File: src/rtl/ternary_serial_adder_ctrl.sv
// Digit-serial unsigned ternary adder: one shared digit adder walks the operands
// LSD-first, one digit per RUN cycle, and holds the result in DONE until acknowledged.
module ternary_serial_adder_ctrl #(
  parameter int N = 4
) (
  input  logic           clk,
  input  logic           rst,
  input  logic           start,
  input  logic [2*N-1:0] a,
  input  logic [2*N-1:0] b,
  input  logic           cIn,
  input  logic           resultAck,
  output logic           busy,
  output logic           resultValid,
  output logic [2*N-1:0] sum,
  output logic           cOut,
  output logic           overflow,
  output logic           invalid
);

  localparam int IW = (N > 1) ? $clog2(N) : 1;
  localparam logic [IW-1:0]  LAST_IDX = IW'(N - 1);
  localparam logic [2*N-1:0] DIG_MASK = (2*N)'(2'b11);

  typedef enum logic [1:0] {
    S_IDLE = 2'd0,
    S_RUN  = 2'd1,
    S_DONE = 2'd2
  } state_t;

  state_t         r_state;
  state_t         w_state_next;

  logic [2*N-1:0] r_a;
  logic [2*N-1:0] r_b;
  logic [2*N-1:0] r_sum;
  logic [IW-1:0]  r_idx;
  logic           r_carry;
  logic           r_cout;
  logic           r_ovf;
  logic           r_inv;

  logic           w_accept;
  logic           w_last;
  logic [2*N-1:0] w_a_sh;
  logic [2*N-1:0] w_b_sh;
  logic [1:0]     w_a_dig;
  logic [1:0]     w_b_dig;
  logic [1:0]     w_a_val;
  logic [1:0]     w_b_val;
  logic           w_dig_bad;
  logic [2:0]     w_t;
  logic           w_carry_next;
  logic [1:0]     w_sum_dig;
  logic [2*N-1:0] w_shift;
  logic [2*N-1:0] w_sum_next;

  assign w_accept = (r_state == S_IDLE) && start;
  assign w_last   = (r_state == S_RUN) && (r_idx == LAST_IDX);

  // NOTE: next-state logic assigns its default before the case so no path leaves it unassigned (no latch).
  always_comb begin
    w_state_next = r_state;
    unique case (r_state)
      S_IDLE:  if (start)     w_state_next = S_RUN;
      S_RUN:   if (w_last)    w_state_next = S_DONE;
      S_DONE:  if (resultAck) w_state_next = S_IDLE;
      default:                w_state_next = S_IDLE;
    endcase
  end

  // NOTE: state registers use non-blocking assignments so every flop samples pre-edge values.
  always_ff @(posedge clk) begin
    if (rst) r_state <= S_IDLE;
    else     r_state <= w_state_next;
  end

  // Shared digit adder: select digit r_idx, treat 2'b11 as zero, add with carry.
  assign w_shift   = (2*N)'({r_idx, 1'b0});
  assign w_a_sh    = r_a >> w_shift;
  assign w_b_sh    = r_b >> w_shift;
  assign w_a_dig   = w_a_sh[1:0];
  assign w_b_dig   = w_b_sh[1:0];
  assign w_dig_bad = (w_a_dig == 2'b11) || (w_b_dig == 2'b11);
  assign w_a_val   = (w_a_dig == 2'b11) ? 2'b00 : w_a_dig;
  assign w_b_val   = (w_b_dig == 2'b11) ? 2'b00 : w_b_dig;
  assign w_t       = {1'b0, w_a_val} + {1'b0, w_b_val} + {2'b00, r_carry};
  assign w_carry_next = (w_t >= 3'd3);
  assign w_sum_dig    = w_carry_next ? 2'(w_t - 3'd3) : w_t[1:0];
  assign w_sum_next   = (r_sum & ~(DIG_MASK << w_shift))
                      | ((2*N)'(w_sum_dig) << w_shift);

  // The index stops at LAST_IDX on the final digit, so it never wraps mid-operation.
  always_ff @(posedge clk) begin
    if (rst) begin
      r_a     <= '0;
      r_b     <= '0;
      r_sum   <= '0;
      r_idx   <= '0;
      r_carry <= 1'b0;
      r_cout  <= 1'b0;
      r_ovf   <= 1'b0;
      r_inv   <= 1'b0;
    end else if (w_accept) begin
      r_a     <= a;
      r_b     <= b;
      r_carry <= cIn;
      r_idx   <= '0;
      r_sum   <= '0;
      r_cout  <= 1'b0;
      r_ovf   <= 1'b0;
      r_inv   <= 1'b0;
    end else if (r_state == S_RUN) begin
      r_sum   <= w_sum_next;
      r_carry <= w_carry_next;
      r_inv   <= r_inv | w_dig_bad;
      if (w_last) begin
        r_cout <= w_carry_next;
        r_ovf  <= w_carry_next ^ r_carry;
      end else begin
        r_idx  <= r_idx + 1'b1;
      end
    end
  end

  assign busy        = (r_state != S_IDLE);
  assign resultValid = (r_state == S_DONE);
  assign sum         = r_sum;
  assign cOut        = r_cout;
  assign overflow    = r_ovf;
  assign invalid     = r_inv;

endmodule

File: config.mk
export PLATFORM = sky130hd
export DESIGN_NAME = ternary_serial_adder_ctrl
export DESIGN_NICKNAME = d
export VERILOG_FILES = /design/src/rtl/ternary_serial_adder_ctrl.sv
export SDC_FILE = /design/constraint.sdc
export NUM_CORES = 1
export LEC_CHECK = 0
export CAP_MARGIN = 10
export CORE_MARGIN = 2
export CORE_UTILIZATION = 53
export DETAILED_ROUTE_END_ITERATION = 12
export GPL_TIMING_DRIVEN = 0
export PLACE_DENSITY = 0.91
export SLEW_MARGIN = 20
export SYNTH_ARGS = -nofsm -noshare
export SYNTH_HDL_FRONTEND = slang
export SYNTH_SLANG_ARGS = --single-unit
File: constraint.sdc
create_clock -name clk -period 6 [get_ports clk]
set_input_delay 1.5 -clock clk [delete_from_list [all_inputs] [get_ports clk]]
set_output_delay 1.5 -clock clk [all_outputs]
set_load 0.005 [all_outputs]
==> metrics.yaml, run 1 <==
route.antenna.remaining_nets: 0
cellPowerDensity_mw_per_mm2: 230.7
crit_type: "register to register"
wl_um: 3199
path_clk_slew_ns: 0.09
viasPerCell: 5.372
insertion_delay_ns: 0.32
end_kind: "register"
ys_warn_count: 0
clock_skew_ns: 0.008337
synthAdderAreaFrac: 0.06839
hold_class: "register to register"
multi_input_area_sq_um: 788.3
syn2layout_area_growth_pct: 28.52
worst_slew_pin_slew_ns: 0.4545
netlist_area_sq_mm: 0.001500
final_design_area_no_fill_sq_mm: 0.001928
grt_overflow: 0
p_total_mw: 0.4447
p_leak_nw: 0.7202
fillers: 215
grt_max_degree: 11
setup_tns_ns: 0
synth_compound_area_frac: 0.1309
cts_hold_buf: 0
cp_max_fo: 10
cts_buffer_depth: 2
route.detailed.drc: 0
drive_gt1_frac: 0.08219
drt_iter0_markers: 44
synth_simple_gate_area_frac: 0.2460
synth_edf_count: 0
ys_types: 29
cts_sinks: 32
gp_congestion: 0.8243
cp.required_ns: 6.22
htree_num_levels: 2
cts_tree: "built"
yosysTopAreaCellShare: 0.4270
grt_pass1_wl_um: 5582
cp-start-kind: "register"
start_util: 0.5487
num_rows: 19
finalHoldViolCount: 0
yosysMostFrequentCell: "nand2_1"
ys_async_sr_fraction: 0
numCtsBuffers: 5
synth_mux_area_frac: 0.07423
core_area_sq_mm: 0.002734
seq_area_frac_synth: 0.4270
synth_area_leaders: "dfxtp_1 43%, nand2_1 12%, a21oi_1 9.0%, mux4_2 6.0%, ha_1 4.2%"
slowest_stage: "mux4_2"
io_pins: 34
final_nets: 246
synth-seq-cells: 32
syn_inst: 178
worst_path_largest_cell_delay_ns: 0.55
dp_hpwl_um: 2347
fin_crit_ns: 3.500
slew_viol_final: 0
seqCellArea_sq_um: 640.6
postCtsSetupRepairBufs: 0
avgSynthCellArea_sq_um: 8.428
dr.pass1.iters: 5
cts_resized: 0
final-setup-viol-count: 0
path_common_cell: "fa_1"
grt_pass1_vias: 1292
dieArea_sq_mm: 0.003272
crit_arrival_ns: 3.72
dieWidth_um: 57.20
antenna_found_initial: 0
root_buffer: "clkbuf_4"
crit_chain: "buf_6, mux4_2, nand2b_1, fa_1, fa_1, inv_1, ha_1, and2b_1, mux2_2, a32oi_1, nor2_1"
finalNonFillerCells: 250
synth_area_leader_cell: "dfxtp_1"
synth_top_family_by_area: "simple AND/OR/NAND/NOR gates"
fmax_mhz: 285.7
syn_nets: 206
via_count: 1343
grtUsageTotal: 0.2248
vdd_ir_drop_max_v: 0.0001859
port_buffers: 33
dp_cells: 242
synth_common_cells: "48 x nand2_1, 32 x dfxtp_1, 27 x a21oi_1, 9 x nand2b_1, 9 x nor2_1"
status: "completed"
fin_crit_sh: 0.5834
antennaDiodeCount: 0
synth_ff_type: "dfxtp_1"
die_h_um: 57.20
drt-wirelength-per-cell_um: 12.80
dpl_cell_area_sq_mm: 0.001869
max_cap_violations: 0
relSlewSlack: 0.6970
rsz0062_at_grt: "no"
synthXorXnorAreaFrac: 0.005838
final cells by class:
type,count,area share
clock buffers,8,0.03050
plain buffers,9,0.02531
repair buffers,33,0.1713
flip-flops and latches,32,0.3323
well taps,31,0.02012
multi-input cells,131,0.4088
inverters,6,0.01168
critical path: cells and delay by family (launching register included):
family          cells  cell delay, ns
buf+inv             2            0.25
flops               1            0.39
fa+ha+maj           3            1.15
simple gates        3            0.49
mux                 2            0.92
compound gates      1            0.20
metrics by stage:
| stage | setup slack (ns) | hold slack (ns) | util |
|---|---|---|---|
| CTS | 2.486 | 0.4569 | 0.7053 |
| detailed placement | 2.507 | 0.4437 | 0.6838 |
| floorplan | 2.733 | 0.4331 | - |
| finish | 2.500 | 0.4521 | 0.7053 |
| global placement | 2.542 | 0.4383 | 0.6838 |
| global route | 2.302 | 0.4713 | 0.7053 |
where the power goes:
group          internal [mW]  switching (mW)
clock network         0.0578          0.0682
registers              0.222         0.00516
logic                 0.0453          0.0466
total                  0.325           0.120
kinds of logic (layout without fill, tap and decap cells):
logic type,Yosys count,after routing
DFF,32,32
muxes,6,6
xor gates and xnor gates,1,1
and+or+nand+nor,82,82
AOI/OAI and AO/OA,35,35
adders and majority gates,7,7
buffers and inverters,15,56
sequential cells by signal (all words and copies together) (netlist names):
signal,cells
r_a,8
r_b,8
sum,8
r_idx,2
r_state,2
cOut,1
invalid,1
overflow,1
r_carry,1
layout by cell type (no fill, tap or decap), drive strengths merged, types with 2 or more instances in the layout:
cell type / Yosys / layout
buf: 7 / 7
or3: 3 / 3
nand3: 2 / 2
dfxtp: 32 / 32
fa: 2 / 2
nor2b: 3 / 3
nor3: 2 / 2
a21oi: 27 / 27
nand2b: 9 / 9
clkbuf: 2 / 10
inv: 6 / 6
clkdlybuf4s50: 0 / 33
ha: 5 / 5
a32oi: 2 / 2
nand4: 3 / 3
nand2: 48 / 48
mux4: 4 / 4
nor2: 9 / 9
o21ai: 2 / 2
path summary, 6_finish.rpt:
kind | startpoint | end | slack (ns) | cells past startpoint
setup / recovery | r_idx[0]$_SDFFE_PP0P_ | sum[2]$_SDFFE_PP0P_ | 2.50 | 11
hold / removal | overflow$_SDFFE_PP0P_ | overflow$_SDFFE_PP0P_ | 0.45 | 2
setup reg to reg | r_idx[0]$_SDFFE_PP0P_ | sum[2]$_SDFFE_PP0P_ | 2.50 | 11
hold reg to reg | overflow$_SDFFE_PP0P_ | overflow$_SDFFE_PP0P_ | 0.45 | 2
routing by layer:
| metal | GRT usage | part of all wire | vias to the layer above |
|---|---|---|---|
| met4 | 0.1063 | 0.027 | 0 |
| met2 | 0.3744 | 0.48 | 37 |
| met1 | 0.2633 | 0.45 | 621 |
| met3 | 0.07029 | 0.044 | 8 |
| met5 | 0 | 0 | - |
| li1 | - | - | 677 |
Power figures use the tool's default switching activity.
==> run 2, diff against run 1 <==
--- a/config.mk
+++ b/config.mk
@@ -7,10 +7,10 @@
 export LEC_CHECK = 0
 export CAP_MARGIN = 10
 export CORE_MARGIN = 2
-export CORE_UTILIZATION = 53
+export CORE_UTILIZATION = 44
 export DETAILED_ROUTE_END_ITERATION = 12
 export GPL_TIMING_DRIVEN = 0
-export PLACE_DENSITY = 0.91
+export PLACE_DENSITY = 0.81
 export SLEW_MARGIN = 20
 export SYNTH_ARGS = -nofsm -noshare
 export SYNTH_HDL_FRONTEND = slang
==> constraint.sdc (replaced) <==
create_clock -name clk -period 3 [get_ports clk]
set_input_delay 0.75 -clock clk [delete_from_list [all_inputs] [get_ports clk]]
set_output_delay 0.75 -clock clk [all_outputs]
set_load 0.005 [all_outputs]
==> metrics.yaml, run 2 (synthesized netlist as in run 1, its figures left out) <==
route.antenna.remaining_nets: 0  # unchanged
port_buffers: 33  # unchanged
final_nets: 253  # was 246
rsz0062_at_grt: "yes"  # was no
dr.pass1.iters: 4  # was 5
crit_type: "register to register"  # unchanged
antenna_found_initial: 0  # unchanged
root_buffer: "clkbuf_4"  # unchanged
violations: "negative setup slack"
hold_start: "r_a[5]$_SDFFE_PP0P_"  # was overflow$_SDFFE_PP0P_
crit_start: "r_idx[0]$_SDFFE_PP0P_"  # unchanged
antennaDiodeCount: 0  # unchanged
end_kind: "register"  # unchanged
worst_slew_pin_slew_ns: 0.4613  # was 0.4545 ns
min_delay_path_depth: 2  # unchanged
route.detailed.drc: 0  # unchanged
hold_class: "register to register"  # unchanged
finalHoldViolCount: 0  # unchanged
cp_max_fo: 4  # was 10
viasPerCell: 5.081  # was 5.372
grt_overflow: 0  # unchanged
slew_viol_final: 0  # unchanged
syn2layout_area_growth_pct: 35.78  # was 28.52%
path_clk_slew_ns: 0.10  # was 0.09 ns
fin_crit_ns: 3.142  # was 3.500 ns
final_cell_mix: "48 x nand2_1, 33 x clkdlybuf4s50_1, 31 x dfxtp_1"  # was 48 x nand2_1, 33 x clkdlybuf4s50_1, 32 x dfxtp_1
dpl_worst_slack_ns: -0.3002  # was 2.507 ns
fillers: 320  # was 215
met3WireLength_um: 194  # was 142 um
num_rows: 21  # was 19
crit_family: "adder cells"  # unchanged
vdd_ir_drop_max_v: 0.0002147  # was 0.0001859 V
via_count: 1377  # was 1,343
worstHoldEndpoint: "r_a[5]$_SDFFE_PP0P_"  # was overflow$_SDFFE_PP0P_
crit_chain: "buf_8, mux4_2, nand2b_4, fa_2, fa_1, inv_1, ha_2, and2b_2, mux2_4, a32oi_1, nor2_1"  # was buf_6, mux4_2, nand2b_1, fa_1, fa_1, inv_1, ha_1, and2b_1, mux2_2, a32oi_1, nor2_1
insertion_delay_ns: 0.34  # was 0.32 ns
cp-start-kind: "register"  # unchanged
top_layer_used: "met4"  # unchanged
grtUsageTotal: 0.1819  # was 0.2248
fmax_mhz: 318.3  # was 285.7 MHz
grt_max_degree: 11  # unchanged
numCtsBuffers: 5  # unchanged
wl_um: 3215  # was 3199 um
max_cap_violations: 0  # unchanged
p_leak_nw: 0.7558  # was 0.7202 nW
grt_pass1_vias: 1313  # was 1,292
final_common_cell: "nand2_1"  # unchanged
r2r_end: "sum[2]$_SDFFE_PP0P_"  # unchanged
status: "complete, but fails checks"  # was completed
slowest_stage: "mux4_2"  # unchanged
cp.required_ns: 3.23  # was 6.22 ns
clock_skew_ns: 0.01183  # was 0.008337 ns
htree_num_levels: 2  # unchanged
dieWidth_um: 62.39  # was 57.20 um
drt-wirelength-per-cell_um: 11.86  # was 12.80 um
final-setup-viol-count: 7  # was 0
cts_sinks: 32  # unchanged
gp_congestion: 0.7976  # was 0.8243
worst_path_largest_cell_delay_ns: 0.50  # was 0.55 ns
io_pins: 34  # unchanged
drive_gt1_frac: 0.1556  # was 0.08219
crit_arrival_ns: 3.37  # was 3.72 ns
seqCellArea_sq_um: 641.9  # was 640.6 sq um
wirelength_met1_um: 1360  # was 1435 um
dieArea_sq_mm: 0.003893  # was 0.003272 sq mm
start_util: 0.4531  # was 0.5487
relSlewSlack: 0.6925  # was 0.6970
die_h_um: 62.39  # was 57.20 um
rr_startpoint: "r_idx[0]$_SDFFE_PP0P_"  # unchanged
grt_pass1_wl_um: 5533  # was 5582 um
wl_met2_um: 1596  # was 1535 um
reg2reg_slack_ns: -0.14  # was 2.50 ns
post-route-worst-setup-slack_ns: -0.1418  # was 2.500 ns
dp_hpwl_um: 2338  # was 2347 um
cts_tree: "built"  # unchanged
crit_buf_inv: 2  # unchanged
holdWs_ns: 0.4564  # was 0.4521 ns
cts_buffer_depth: 2  # unchanged
core_area_sq_mm: 0.003311  # was 0.002734 sq mm
cellPowerDensity_mw_per_mm2: 446.5  # was 230.7 mW/mm^2
fin_crit_sh: 1.047  # was 0.5834
reg2reg_depth: 11  # unchanged
multi_input_area_sq_um: 833.3  # was 788.3 sq um
drt_iter0_markers: 51  # was 44
run 2: metrics by stage:
stage	power [mW]	instance area, sq um	TNS [ns]	instances	utilization
after global routing	0.9642	2037	-1.550	271	0.6153
after detailed placement	0.6561	1914	-2.429	257	0.5782
after floorplan	0.5936	1526	-0.3392	178	-
final	0.9095	2037	-0.4395	271	0.6153
after CTS	0.9026	2008	-0.3367	269	0.6066
after global placement	0.6497	1914	-2.010	257	0.5782
run 2: cell type report:
type / count / share of cell area
well taps: 46 / 0.02826
clock buffers: 6 / 0.02027
clock inverters: 1 / 0.002457
inverters: 6 / 0.01106
plain buffers: 9 / 0.02580
flip-flops and latches: 32 / 0.3151
repair buffers: 40 / 0.1880
multi-input cells: 131 / 0.4091
run 2: where the power goes:
| group | internal, mW | switching (mW) | total, mW |
|---|---|---|---|
| sequential | 0.443 | 0.00998 | 0.453 |
| clock | 0.0862 | 0.145 | 0.232 |
| combinational | 0.119 | 0.105 | 0.224 |
run 2: worst max path at each step:
stage | to | slack [ns] | cells after the start
CTS | sum[2]$_SDFFE_PP0P_ | -0.12 | 11
global route | sum[2]$_SDFFE_PP0P_ | -0.25 | 11
floorplan | sum[2]$_SDFFE_PP0P_ | -0.12 | 11
finish | sum[2]$_SDFFE_PP0P_ | -0.14 | 11
global placement | sum[7]$_SDFFE_PP0P_ | -0.24 | 11
detailed placement | sum[7]$_SDFFE_PP0P_ | -0.30 | 11
run 2: routing by layer:
metal  vias to the layer above  track usage
met5                         -            0
met4                         0      0.09444
li1                        694            -
met1                       631       0.2053
met3                         8      0.06306
met2                        44       0.3043
run 2: repair_timing:
action,4_1_cts,5_1_grt
hold buffers,0,0
buffers inserted,5,2
pin swaps,2,1
endpoints found under the setup margin,10,10
resized for setup,2,4
run 2: worst min-delay path, delay by kind of cell, from the launching register on:
| kind | cells | cell delay, ns |
|---|---|---|
| flops | 1 | 0.31 |
| compound gates | 1 | 0.05 |
| simple gates | 1 | 0.05 |
==> run 3, diff against run 2 <==
--- a/config.mk
+++ b/config.mk
@@ -7,10 +7,11 @@
 export LEC_CHECK = 0
 export CAP_MARGIN = 10
 export CORE_MARGIN = 2
-export CORE_UTILIZATION = 44
+export CORE_UTILIZATION = 46
+export CTS_BUF_LIST = sky130_fd_sc_hd__clkbuf_2
 export DETAILED_ROUTE_END_ITERATION = 12
 export GPL_TIMING_DRIVEN = 0
-export PLACE_DENSITY = 0.81
+export PLACE_DENSITY = 0.84
 export SLEW_MARGIN = 20
 export SYNTH_ARGS = -nofsm -noshare
 export SYNTH_HDL_FRONTEND = slang
==> metrics.yaml, run 3 (synthesized netlist as in run 1, its figures left out) <==
r2r_end: "sum[6]$_SDFFE_PP0P_"  # was sum[2]$_SDFFE_PP0P_
route.antenna.remaining_nets: 0  # unchanged
dieArea_sq_mm: 0.003734  # was 0.003893 sq mm
dpl_worst_slack_ns: -0.3097  # was -0.3002 ns
final_design_area_no_fill_sq_mm: 0.002009  # was 0.002037 sq mm
min_delay_path_depth: 2  # unchanged
cp_max_fo: 4  # unchanged
crit_type: "register to register"  # unchanged
numCtsBuffers: 5  # unchanged
rr_startpoint: "r_idx[0]$_SDFFE_PP0P_"  # unchanged
crit_start: "r_idx[0]$_SDFFE_PP0P_"  # unchanged
relSlewSlack: 0.6804  # was 0.6925
final_nets: 250  # was 253
path_clk_slew_ns: 0.17  # was 0.10 ns
worst_path_largest_cell_delay_ns: 0.56  # was 0.50 ns
clock_skew_ns: 0.02243  # was 0.01183 ns
wirelength_met1_um: 1396  # was 1360 um
grtUsageTotal: 0.2103  # was 0.1819
drive_gt1_frac: 0.1525  # was 0.1556
max_cap_violations: 0  # unchanged
post-route-worst-setup-slack_ns: -0.09777  # was -0.1418 ns
grt_pass1_wl_um: 5630  # was 5533 um
viasPerCell: 5.007  # was 5.081
fmax_mhz: 322.8  # was 318.3 MHz
rsz0062_at_grt: "yes"  # unchanged
antenna_found_initial: 0  # unchanged
vdd_ir_drop_max_v: 0.0002911  # was 0.0002147 V
drt_iter0_markers: 41  # was 51
dp_hpwl_um: 2291  # was 2338 um
start_util: 0.4874  # was 0.4531
final_cell_mix: "48 x nand2_1, 33 x clkdlybuf4s50_1, 31 x dfxtp_1"  # unchanged
p_total_mw: 0.8828  # was 0.9095 mW
p_leak_nw: 0.7420  # was 0.7558 nW
cp.required_ns: 3.31  # was 3.23 ns
antennaDiodeCount: 0  # unchanged
io_pins: 34  # unchanged
finalHoldViolCount: 0  # unchanged
root_buffer: "clkbuf_2"  # was clkbuf_4
wl_um: 3200  # was 3215 um
crit_end: "sum[6]$_SDFFE_PP0P_"  # was sum[2]$_SDFFE_PP0P_
grt_overflow: 0  # unchanged
multi_input_area_sq_um: 840.8  # was 833.3 sq um
fin_crit_ns: 3.098  # was 3.142 ns
slowest_stage: "fa_2"  # was mux4_2
hold_class: "register to register"  # unchanged
cellPowerDensity_mw_per_mm2: 439.3  # was 446.5 mW/mm^2
final-setup-viol-count: 3  # was 7
final_core_util: 0.6528  # was 0.6153
port_buffers: 33  # unchanged
reg2reg_depth: 10  # was 11
fillers: 277  # was 320
cts_tree: "built"  # unchanged
insertion_delay_ns: 0.38  # was 0.34 ns
cp-start-kind: "register"  # unchanged
num_rows: 20  # was 21
htree_num_levels: 2  # unchanged
grt_max_degree: 11  # unchanged
core_area_sq_mm: 0.003078  # was 0.003311 sq mm
die_h_um: 61.11  # was 62.39 um
wl_met2_um: 1597  # was 1596 um
holdWs_ns: 0.4582  # was 0.4564 ns
crit_chain: "mux4_2, nand2b_4, fa_2, fa_2, inv_2, ha_4, and2b_2, mux2i_2, or3_1, a21oi_1"  # was buf_8, mux4_2, nand2b_4, fa_2, fa_1, inv_1, ha_2, and2b_2, mux2_4, a32oi_1, nor2_1
cts_buffer_depth: 2  # unchanged
dr.pass1.iters: 4  # unchanged
gp_congestion: 0.8192  # was 0.7976
status: "complete, but fails checks"  # unchanged
path_common_cell: "fa_2"
dpl_cell_area_sq_mm: 0.001912  # was 0.001914 sq mm
via_count: 1337  # was 1,377
violations: "negative setup slack"  # unchanged
reg2reg_slack_ns: -0.1  # was -0.14 ns
worst_slew_pin_slew_ns: 0.4794  # was 0.4613 ns
setup_tns_ns: -0.1903  # was -0.4395 ns
syn2layout_area_growth_pct: 33.95  # was 35.78%
route.detailed.drc: 0  # unchanged
slew_viol_final: 0  # unchanged
drt-wirelength-per-cell_um: 11.99  # was 11.86 um
final_common_cell: "nand2_1"  # unchanged
met3WireLength_um: 176  # was 194 um
cts_hold_buf: 0  # unchanged
fin_crit_sh: 1.033  # was 1.047
crit_arrival_ns: 3.41  # was 3.37 ns
grt_pass1_vias: 1313  # unchanged
finalNonFillerCells: 267  # was 271
dp_cells: 255  # was 257
end_kind: "register"  # unchanged
top_layer_used: "met4"  # unchanged
seqCellArea_sq_um: 644.4  # was 641.9 sq um
cts_sinks: 32  # unchanged
dieWidth_um: 61.11  # was 62.39 um
-- run 3: cell count changes in the layout (fill, tap and decap cells not counted), sizes merged --
| cell | change |
|---|---|
| buf | -3 |
| clkbuf | +1 |
-- run 3: critical path: cells and delay by family, from the launching register on --
| kind | cells | cell delay [ns] |
|---|---|---|
| multiplexers | 2 | 0.60 |
| buffers and inverters | 1 | 0.05 |
| flip-flops | 1 | 0.40 |
| adder cells (fa/ha/maj) | 3 | 1.07 |
| AND/OR/NAND/NOR | 3 | 0.77 |
| AO/OA/AOI/OAI | 1 | 0.15 |
-- run 3: layer usage --
metal	global-route usage	up-vias
li1	-	691
met2	0.3404	39
met4	0.08075	0
met5	0	-
met1	0.2523	602
met3	0.08193	5
-- run 3: how the worst min path moves through the flow --
stage                             start             endpoint  slack [ns]
floorplan           r_a[4]$_SDFFE_PP0P_  r_a[4]$_SDFFE_PP0P_        0.43
global placement    sum[4]$_SDFFE_PP0P_  sum[4]$_SDFFE_PP0P_        0.44
detailed placement  sum[1]$_SDFFE_PP0P_  sum[1]$_SDFFE_PP0P_        0.44
CTS                 sum[1]$_SDFFE_PP0P_  sum[1]$_SDFFE_PP0P_        0.46
global route        r_a[3]$_SDFFE_PP0P_  r_a[3]$_SDFFE_PP0P_        0.48
finish              sum[1]$_SDFFE_PP0P_  sum[1]$_SDFFE_PP0P_        0.46
-- run 3: cell type report --
type,count,area share
clock inverter,1,0.001868
timing repair buffer,38,0.1831
tap,44,0.02740
clock buffer,7,0.01743
multi-input combinational,131,0.4184
inverter,6,0.01121
buffer,8,0.01993
sequential,32,0.3207
-- run 3: power by group --
part / internal, mW / switching [mW]
registers: 0.444 / 0.0105
logic: 0.116 / 0.107
clock network: 0.0623 / 0.143
total: 0.622 / 0.261
-- run 3: what timing repair did --
action	CTS	global route
endpoints found under the setup margin	10	10
setup buffers	5	0
resized for setup	5	6
pin swaps	6	2
